[src/rtl/wakeup_ctrl.sv]
// rtl/wakeup_ctrl.sv - CPU sleep/wakeup initiator with timer and masked event wake sources
module wakeup_ctrl #(
  parameter int NUM_EVT       = 2,
  parameter int TIMER_W       = 8,
  parameter int SYNC_STAGES   = 2,
  parameter int WAKE_HOLD_MAX = 15
) (
  input  logic               clk,
  input  logic               reset,
  input  logic               cpu_sleep,
  input  logic [NUM_EVT-1:0] ext_evt,
  input  logic [NUM_EVT-1:0] evt_mask,
  input  logic               timer_en,
  input  logic [TIMER_W-1:0] timer_period,
  output logic               wakeup,
  output logic [NUM_EVT:0]   wake_cause,
  output logic               wake_err
);

  localparam int HOLD_W = $clog2(WAKE_HOLD_MAX + 1);

  typedef enum logic [1:0] {
    IDLE  = 2'd0,
    ARMED = 2'd1,
    WAKE  = 2'd2
  } state_t;

  state_t                                 state;
  logic                                   sleep_prev;
  logic [SYNC_STAGES-1:0][NUM_EVT-1:0]    sync_q;
  logic [NUM_EVT-1:0]                     sync_prev;
  logic [NUM_EVT-1:0]                     evt_rise_q;
  logic [TIMER_W-1:0]                     cnt;
  logic [HOLD_W-1:0]                      hold_cnt;

  logic               sleep_rise;
  logic [NUM_EVT:0]   hits;

  // A CPU already asleep when reset releases looks like a fresh rise because sleep_prev clears.
  assign sleep_rise = cpu_sleep & ~sleep_prev;
  // Timer is live-gated; event rises are masked at the point of use so mask changes act at once.
  assign hits       = {evt_rise_q & evt_mask, timer_en & (cnt == '0)};

  // Track the previous sleep level for rise detection.
  always_ff @(posedge clk or posedge reset) begin
    if (reset) sleep_prev <= 1'b0;
    else       sleep_prev <= cpu_sleep;
  end

  // Synchronize external events and register their rising edges as single-cycle pulses.
  always_ff @(posedge clk or posedge reset) begin
    if (reset) begin
      sync_q     <= '0;
      sync_prev  <= '0;
      evt_rise_q <= '0;
    end else begin
      sync_q     <= {sync_q[SYNC_STAGES-2:0], ext_evt};
      sync_prev  <= sync_q[SYNC_STAGES-1];
      evt_rise_q <= sync_q[SYNC_STAGES-1] & ~sync_prev;
    end
  end

  // Sleep/wake FSM with registered wakeup, cause capture, timer and hold supervision.
  always_ff @(posedge clk or posedge reset) begin
    if (reset) begin
      state      <= IDLE;
      wakeup     <= 1'b0;
      wake_cause <= '0;
      wake_err   <= 1'b0;
      cnt        <= '0;
      hold_cnt   <= '0;
    end else begin
      case (state)
        IDLE: begin
          wakeup <= 1'b0;
          if (sleep_rise) begin
            state      <= ARMED;
            cnt        <= timer_period;
            wake_cause <= '0;
          end
        end
        ARMED: begin
          if (!cpu_sleep) begin
            state <= IDLE;
          end else begin
            if (hits != '0) begin
              state      <= WAKE;
              wakeup     <= 1'b1;
              wake_cause <= hits;
              hold_cnt   <= '0;
            end
            // Counter stops at zero so a late timer_en still sees an expired timer.
            if (cnt != '0) cnt <= cnt - TIMER_W'(1);
          end
        end
        WAKE: begin
          if (!cpu_sleep) begin
            state  <= IDLE;
            wakeup <= 1'b0;
          end else if (hold_cnt != HOLD_W'(WAKE_HOLD_MAX)) begin
            hold_cnt <= hold_cnt + HOLD_W'(1);
            if (hold_cnt == HOLD_W'(WAKE_HOLD_MAX - 1)) wake_err <= 1'b1;
          end
        end
        default: begin
          state  <= IDLE;
          wakeup <= 1'b0;
        end
      endcase
    end
  end

endmodule

[config.mk]
export PLATFORM = sky130hd
export DESIGN_NAME = wakeup_ctrl
export DESIGN_NICKNAME = d
export VERILOG_FILES = /design/src/rtl/wakeup_ctrl.sv
export SDC_FILE = /design/constraint.sdc
export NUM_CORES = 1
export LEC_CHECK = 0
export CAP_MARGIN = 0
export CORE_ASPECT_RATIO = 0.9
export CORE_UTILIZATION = 47
export DETAILED_ROUTE_END_ITERATION = 7
export HOLD_SLACK_MARGIN = 0.12
export PLACE_DENSITY = 0.74
export SYNTH_ARGS = -nofsm -noshare
export SYNTH_HDL_FRONTEND = slang
export SYNTH_SLANG_ARGS = --single-unit
[constraint.sdc]
create_clock -name clk -period 1.45 [get_ports clk]
set_input_delay 0.2175 -clock clk [delete_from_list [all_inputs] [get_ports clk]]
set_output_delay 0.2175 -clock clk [all_outputs]
set_load 0.02 [all_outputs]
; ---- Word level (Yosys, flattened, before mapping)
; Index checks and enable logic that the tools add are counted.
[word_totals]
regBits = 28
in_bits = 16
[classes]
addsub = 2
n_mux = 22
eq_ne = 12
n_bitwise = 6
reduce_logical = 12
[op_table]
columns = op, count
row1 = 8-bit 2-to-1 mux, 3
row2 = 4-bit 2-to-1 mux, 4
row3 = 8-bit case mux with 2 select lines, 1
row4 = "2-bit inequality test, second input constant", 7
row5 = 4-bit AND reduction, 3
row6 = 3-bit 2-to-1 mux, 3
row7 = 8-bit zero test, 1
row8 = 2-bit 2-to-1 mux, 4
row9 = 4-bit case mux with 2 select lines, 1
row10 = 8-bit nonzero test, 1
row11 = "8-bit by 1-bit subtractor with 8-bit output, second input constant", 1
row12 = 2-bit case mux with 3 select lines, 1
row13 = 3-bit case mux with 2 select lines, 1
row14 = 3-bit AND reduction, 2
row15 = 5-bit AND reduction, 1
row16 = "4-bit by 1-bit adder with 4-bit output, second input constant", 1
row17 = 2-bit AND, 2
row18 = "4-bit == test, second input constant", 1
row19 = "4-bit inequality test, second input constant", 1
row20 = 2-bit nonzero test, 2
row21 = 1-bit 2-to-1 mux, 3
row22 = "3-bit inequality test, second input constant", 1
row23 = 3-bit nonzero test, 1
row24 = 1-bit AND, 2
row25 = other kinds (6), 6

; ---- Longest topological paths before layout
; Gate-level depths: netlist of run 1.
[logic_depth]
depth_word = 6
ltp_mapped = 6
depth_no_buf = 6

; ---- Least setup slack after synthesis of run 1
; OpenSTA, ideal clock, no wires.
[synth_path]
path_type = register to register
from = reg cnt[0]
to = reg cnt[6]
arrival_ns = 1.417
path_slack_ns = -0.091
setup_time_ns = 0.124
stages_incl_launch_ff = 7
required_time_ns = 1.326
cell_sequence = dfrtp_1 inv_1 ha_1 or3b_1 nor3_1 o211ai_1 o2bb2ai_1
[synth_between]
elab_chain_cells = 4
elab_cells_between_ends = 7
[synth_lines]
columns = element, line_no
row1 = "start, declared", 33  ; logic [TIMER_W-1:0] cnt;
row2 = "start signal, assigned", 78  ; cnt <= timer_period;
row3 = "start signal, assigned", 93  ; if (cnt != '0) cnt <= cnt - TIMER_W'(1);
row4 = 8-bit by 1-bit subtractor with 8-bit output, 93
row5 = 8-bit 2-to-1 mux, 93
row6 = 8-bit 2-to-1 mux, 83  ; if (!cpu_sleep) begin
row7 = 8-bit case mux with 2 select lines, 73  ; case (state)
; Parallel ways exist; a longest one is shown, timed or not. The select of a mux whose other input is x is not followed.
; A chain may end at the register's enable or synchronous reset.

; ---- Worst setup path after layout of run 1
[layout_path]
from = reg cnt[1]
to = reg cnt[5]
; The elaborated chain is that of the path after synthesis.

==> impl_results.rst, run 1 <==
.. list-table::
   :header-rows: 1

   * - Metric
     - Value
   * - Hold Vio Cnt, Final
     - 0
   * - Synth Warn #
     - 0
   * - Number of antenna violations at the first check in global routing
     - 0
   * - Clock transition at the register clock pins on the worst setup and hold paths after CTS
     - around 150 ps
   * - Largest family of logic cells by synthesized area
     - compound AO/OA/AOI/OAI gates
   * - Outcome
     - complete, but fails checks
   * - Worst Path Class, Setup
     - reg2reg
   * - Root Buffer
     - sky130_fd_sc_hd__clkbuf_4
   * - Vias in the first global route
     - 1139
   * - Total global routing track utilization
     - 0.2061
   * - Total of endpoints with negative setup slack in the final report
     - 15
   * - Pin slew with the least headroom to its limit
     - 379.8 ps
   * - Number of storage elements in the synthesis netlist
     - 28
   * - Adder-cell area share of the yosys netlist
     - 0.03656
   * - I/O pin count
     - 21
   * - Hold Crit Class
     - in2async
   * - Final cycle utilization of the critical path
     - 1.105
   * - Post-placement cell count
     - around 200
   * - CP endpoint kind
     - register
   * - Compound-gate portion of the synthesized area
     - 0.2020
   * - Post-Synthesis Cell Area
     - 1369 sq um
   * - Required time at the endpoint of the critical path
     - 1700 ps
   * - Kind of start point of the critical path
     - register
   * - Clock latency reported for the late side of the worst-skew pair
     - 320 ps
   * - Worst clock skew on the final layout
     - just under 2 ps
   * - Die Outline Area
     - roughly 3100 sq um
   * - Power density normalized to cell area
     - ~1200 nW/um^2
   * - Number of inserted filler cells in the final layout
     - 234
   * - Crit path setup slack, layout
     - -152.7 ps
   * - Clock buffers created by TritonCTS
     - 3
   * - DIE HEIGHT
     - 53.20 um
   * - Simple-gate share of the synthesized area
     - 0.1974
   * - Sum of negative setup slack
     - -1514 ps
   * - Final GP Congestion
     - 0.7945
   * - Number of vias in the routed layout
     - 1152
   * - Synth Area in XOR/XNOR
     - 0
   * - Standard cell core area
     - 2748 sq um
   * - CTS sink count
     - 28
   * - Count of placed standard cells in the final layout, fillers left out
     - 207
   * - Final routed wire length divided by cell count
     - 14.02 um
   * - RSZ-0062 raised after global routing
     - true
   * - Slowest stage cell, crit path
     - sky130_fd_sc_hd__or4_4
   * - Overall routed net length
     - 2.902 mm
   * - Final Core Density
     - 0.6703
   * - Data arrival at the endpoint of the critical path
     - 1850 ps
   * - Starting utilization of the core area
     - 0.4982
   * - Share of post-route cells with drive strength above 1
     - 0.2575
   * - Drt first pass iters
     - 4
   * - MaxCap Viol Count
     - 0
   * - Diode insertion count for antenna repair
     - 0
   * - Highest achievable clock rate
     - 624.0 MHz
   * - Width of the die
     - ~59 um
   * - First-pass GRT wire length
     - ~4.8 mm
   * - H-Tree Depth
     - 1
   * - Average via count per standard cell
     - 5.565
   * - Sequence of cells on the critical path
     - buf_4 -> or4_4 -> nor4_2 -> a21oi_1 -> o2bb2ai_1
   * - Final number of max-transition violations
     - 0
   * - Global route overflow
     - 0
   * - Share of cell area taken by muxes after synthesis
     - 0.01463
   * - Time the worst path needs with I/O delays and setup
     - 1603 ps
   * - CTS max path bufs
     - 2
   * - Number of different library cells in the post-synthesis netlist
     - 40
   * - Layout Nets
     - 188
   * - Peak supply drop
     - ~0.7 mV
   * - Net Count, Synth
     - 148
   * - Violated checks
     - negative setup slack
   * - Number of buffers added on ports
     - 20
   * - CTS tree
     - built
   * - Biggest cell delay along the critical path
     - 560 ps
   * - Row cnt
     - 18
   * - Static Leakage
     - 0.0007991 uW
   * - DPL Wire Length
     - between 2 and 2.5 mm
   * - Sequential element share of the synthesized area
     - 0.5119
   * - Critical path peak fanout
     - 5
   * - DRC violations left
     - 0
   * - Largest net degree at the start of global routing
     - 29
   * - Number of violations reported at the end of detailed-routing iteration 0
     - 36
   * - Post-synthesis instance total
     - 128
   * - Antenna-violating nets left
     - 0
   * - Average size of a mapped cell
     - 10.69 sq um
   * - Worst relative slew slack
     - 0.7454
   * - Post-Place Worst Slack
     - -161.4 ps
   * - Area delta synth->final
     - 34.55%
==> layout by cell type (no fill, tap or decap), types with 2 or more instances in the layout <==
cell / Yosys / routed
sky130_fd_sc_hd__a21oi_1: 7 / 5
sky130_fd_sc_hd__a21oi_2: 0 / 2
sky130_fd_sc_hd__a22oi_1: 2 / 2
sky130_fd_sc_hd__a31o_2: 2 / 2
sky130_fd_sc_hd__a31oi_1: 3 / 3
sky130_fd_sc_hd__a32o_1: 2 / 2
sky130_fd_sc_hd__and3_1: 2 / 2
sky130_fd_sc_hd__buf_4: 0 / 19
sky130_fd_sc_hd__clkbuf_4: 0 / 3
sky130_fd_sc_hd__clkdlybuf4s50_1: 0 / 15
sky130_fd_sc_hd__dfrtp_1: 28 / 28
sky130_fd_sc_hd__dlygate4sd2_1: 0 / 5
sky130_fd_sc_hd__ha_1: 4 / 3
sky130_fd_sc_hd__inv_1: 7 / 5
sky130_fd_sc_hd__inv_2: 0 / 2
sky130_fd_sc_hd__mux2i_1: 2 / 2
sky130_fd_sc_hd__nand2_1: 3 / 3
sky130_fd_sc_hd__nand2b_1: 2 / 2
sky130_fd_sc_hd__nand3_1: 6 / 6
sky130_fd_sc_hd__nand3b_1: 2 / 2
sky130_fd_sc_hd__nor2_1: 7 / 7
sky130_fd_sc_hd__nor2b_1: 5 / 5
sky130_fd_sc_hd__nor3_1: 3 / 2
sky130_fd_sc_hd__nor3_2: 1 / 2
sky130_fd_sc_hd__nor4_2: 2 / 2
sky130_fd_sc_hd__o211ai_1: 2 / 2
sky130_fd_sc_hd__o21ai_0: 5 / 3
sky130_fd_sc_hd__o21ai_1: 6 / 6
sky130_fd_sc_hd__o21ai_2: 0 / 2
sky130_fd_sc_hd__o22ai_1: 2 / 2
sky130_fd_sc_hd__o2bb2ai_1: 4 / 4
==> registers in the layout, indices dropped and copies added, names as in the netlist <==
name        flops
cnt             8
evt_rise_q      2
hold_cnt        4
sleep_prev      1
state           2
sync_prev       2
sync_q          4
wake_cause      3
wake_err        1
wakeup          1
==> worst paths after layout <==
check | start | to | slack [ps] | depth (start not counted)
setup / recovery | cnt[1] | cnt[5] | -150 | 5
hold / removal | reset | sync_prev[1] | 220 | 3
setup reg to reg | cnt[1] | cnt[5] | -150 | 5
hold reg to reg | sync_q[0] | sync_q[2] | 370 | 0
max in group asynchronous | reset | cnt[1] | 980 | 3
min in group clk | ext_evt[0] | sync_q[0] | 310 | 1
==> per-layer routing <==
metal,up-vias,share of wire,routed length [um],global-route usage
li1,555,-,-,-
met1,567,0.45,1314,0.2531
met2,26,0.49,1429,0.3712
met3,4,0.044,129,0.02689
met4,0,0.010,29,0.07143
met5,-,0,0,0
==> stage by stage <==
step	hold WS, ps	area, sq um	total power [uW]
2_1_floorplan	248.9	1376	1327
6_report	221.8	1842	2169
3_5_place_dp	337.9	1737	1598
5_1_grt	274.9	1842	2288
4_1_cts	229.7	1822	2140
3_3_place_gp	334.2	1737	1575
==> cell families after synthesis <==
| logic type | count (synthesis) |
|---|---|
| DFF | 28 |
| muxes | 2 |
| buffers and inverters | 12 |
| and+or+nand+nor | 41 |
| AOI/OAI and AO/OA | 41 |
| adders and majority gates | 4 |
==> cells in the mapped netlist <==
library cell / n / area share
sky130_fd_sc_hd__nor2b_1: 5 / 0.023
sky130_fd_sc_hd__a31o_2: 2 / 0.013
sky130_fd_sc_hd__a22oi_1: 2 / 0.011
sky130_fd_sc_hd__a32o_1: 2 / 0.015
sky130_fd_sc_hd__a21oi_1: 7 / 0.026
sky130_fd_sc_hd__dfrtp_1: 28 / 0.51
sky130_fd_sc_hd__or3_1: 1 / 0.0046
sky130_fd_sc_hd__o31ai_1: 1 / 0.0055
sky130_fd_sc_hd__clkbuf_2: 1 / 0.0037
sky130_fd_sc_hd__inv_1: 7 / 0.019
sky130_fd_sc_hd__a22oi_2: 1 / 0.0091
sky130_fd_sc_hd__and3b_1: 1 / 0.0064
sky130_fd_sc_hd__o2bb2ai_1: 4 / 0.026
sky130_fd_sc_hd__nor2_1: 7 / 0.019
sky130_fd_sc_hd__o2111ai_1: 1 / 0.0064
sky130_fd_sc_hd__nand2_1: 3 / 0.0082
sky130_fd_sc_hd__o21ai_1: 6 / 0.022
sky130_fd_sc_hd__o211ai_1: 2 / 0.011
sky130_fd_sc_hd__nand3_1: 6 / 0.022
sky130_fd_sc_hd__o21bai_1: 1 / 0.0055
sky130_fd_sc_hd__a31oi_1: 3 / 0.014
sky130_fd_sc_hd__ha_1: 4 / 0.037
sky130_fd_sc_hd__nor4_2: 2 / 0.018
sky130_fd_sc_hd__nand3b_1: 2 / 0.011
sky130_fd_sc_hd__nor3_1: 3 / 0.011
sky130_fd_sc_hd__o22ai_1: 2 / 0.0091
sky130_fd_sc_hd__o21ai_0: 5 / 0.018
sky130_fd_sc_hd__nand3_2: 1 / 0.0073
sky130_fd_sc_hd__or4_4: 1 / 0.0082
sky130_fd_sc_hd__a22o_1: 1 / 0.0064
sky130_fd_sc_hd__or3b_1: 1 / 0.0064
sky130_fd_sc_hd__and3_1: 2 / 0.0091
sky130_fd_sc_hd__nand2_2: 1 / 0.0046
sky130_fd_sc_hd__buf_2: 4 / 0.015
sky130_fd_sc_hd__mux2i_1: 2 / 0.015
sky130_fd_sc_hd__nor4b_4: 1 / 0.017
sky130_fd_sc_hd__a211oi_1: 1 / 0.0055
sky130_fd_sc_hd__nor3_2: 1 / 0.0073
sky130_fd_sc_hd__nand2b_1: 2 / 0.0091
sky130_fd_sc_hd__and2_1: 1 / 0.0046
==> power by group <==
group / switching (uW) / total, uW / leakage, uW / internal (uW)
registers: 118 / 996 / 0.000355 / 878
clock network: 236 / 515 / 0.0000279 / 279
logic: 309 / 659 / 0.000416 / 350
==> area by class of cell <==
class	count	area, sq um	area share
flip-flops and latches	28	700.7	0.3804
multi-input cells	88	664.4	0.3607
repair buffers	40	347.8	0.1889
well taps	40	50.05	0.02717
clock inverters	1	30.03	0.01630
inverters	7	26.28	0.01427
clock buffers	3	22.52	0.01223
==> repair_timing <==
action | 4_1_cts | 5_1_grt
hold buffers | 0 | 0
setup endpoints to repair | 20 | 18
pin swaps | 10 | 3
setup buffers | 2 | 0
resized for setup | 12 | 5
==> critical path: cells and delay by family (launching register included) <==
kind / cells / cell delay [ps]
DFF: 1 / 420
and+or+nand+nor: 2 / 710
buffers and inverters: 1 / 140
AOI/OAI and AO/OA: 2 / 260
Note: power is estimated with default switching activity, not from simulation.
==> inputs of run 2 (changes only) <==
--- a/config.mk
+++ b/config.mk
@@ -8,6 +8,7 @@
 export CAP_MARGIN = 0
 export CORE_ASPECT_RATIO = 0.9
 export CORE_UTILIZATION = 47
+export CTS_CLUSTER_SIZE = 25
 export DETAILED_ROUTE_END_ITERATION = 7
 export HOLD_SLACK_MARGIN = 0.12
 export PLACE_DENSITY = 0.74
==> results of run 2 <==
No change in the layout: final DEF, timing and power equal those of run 1.
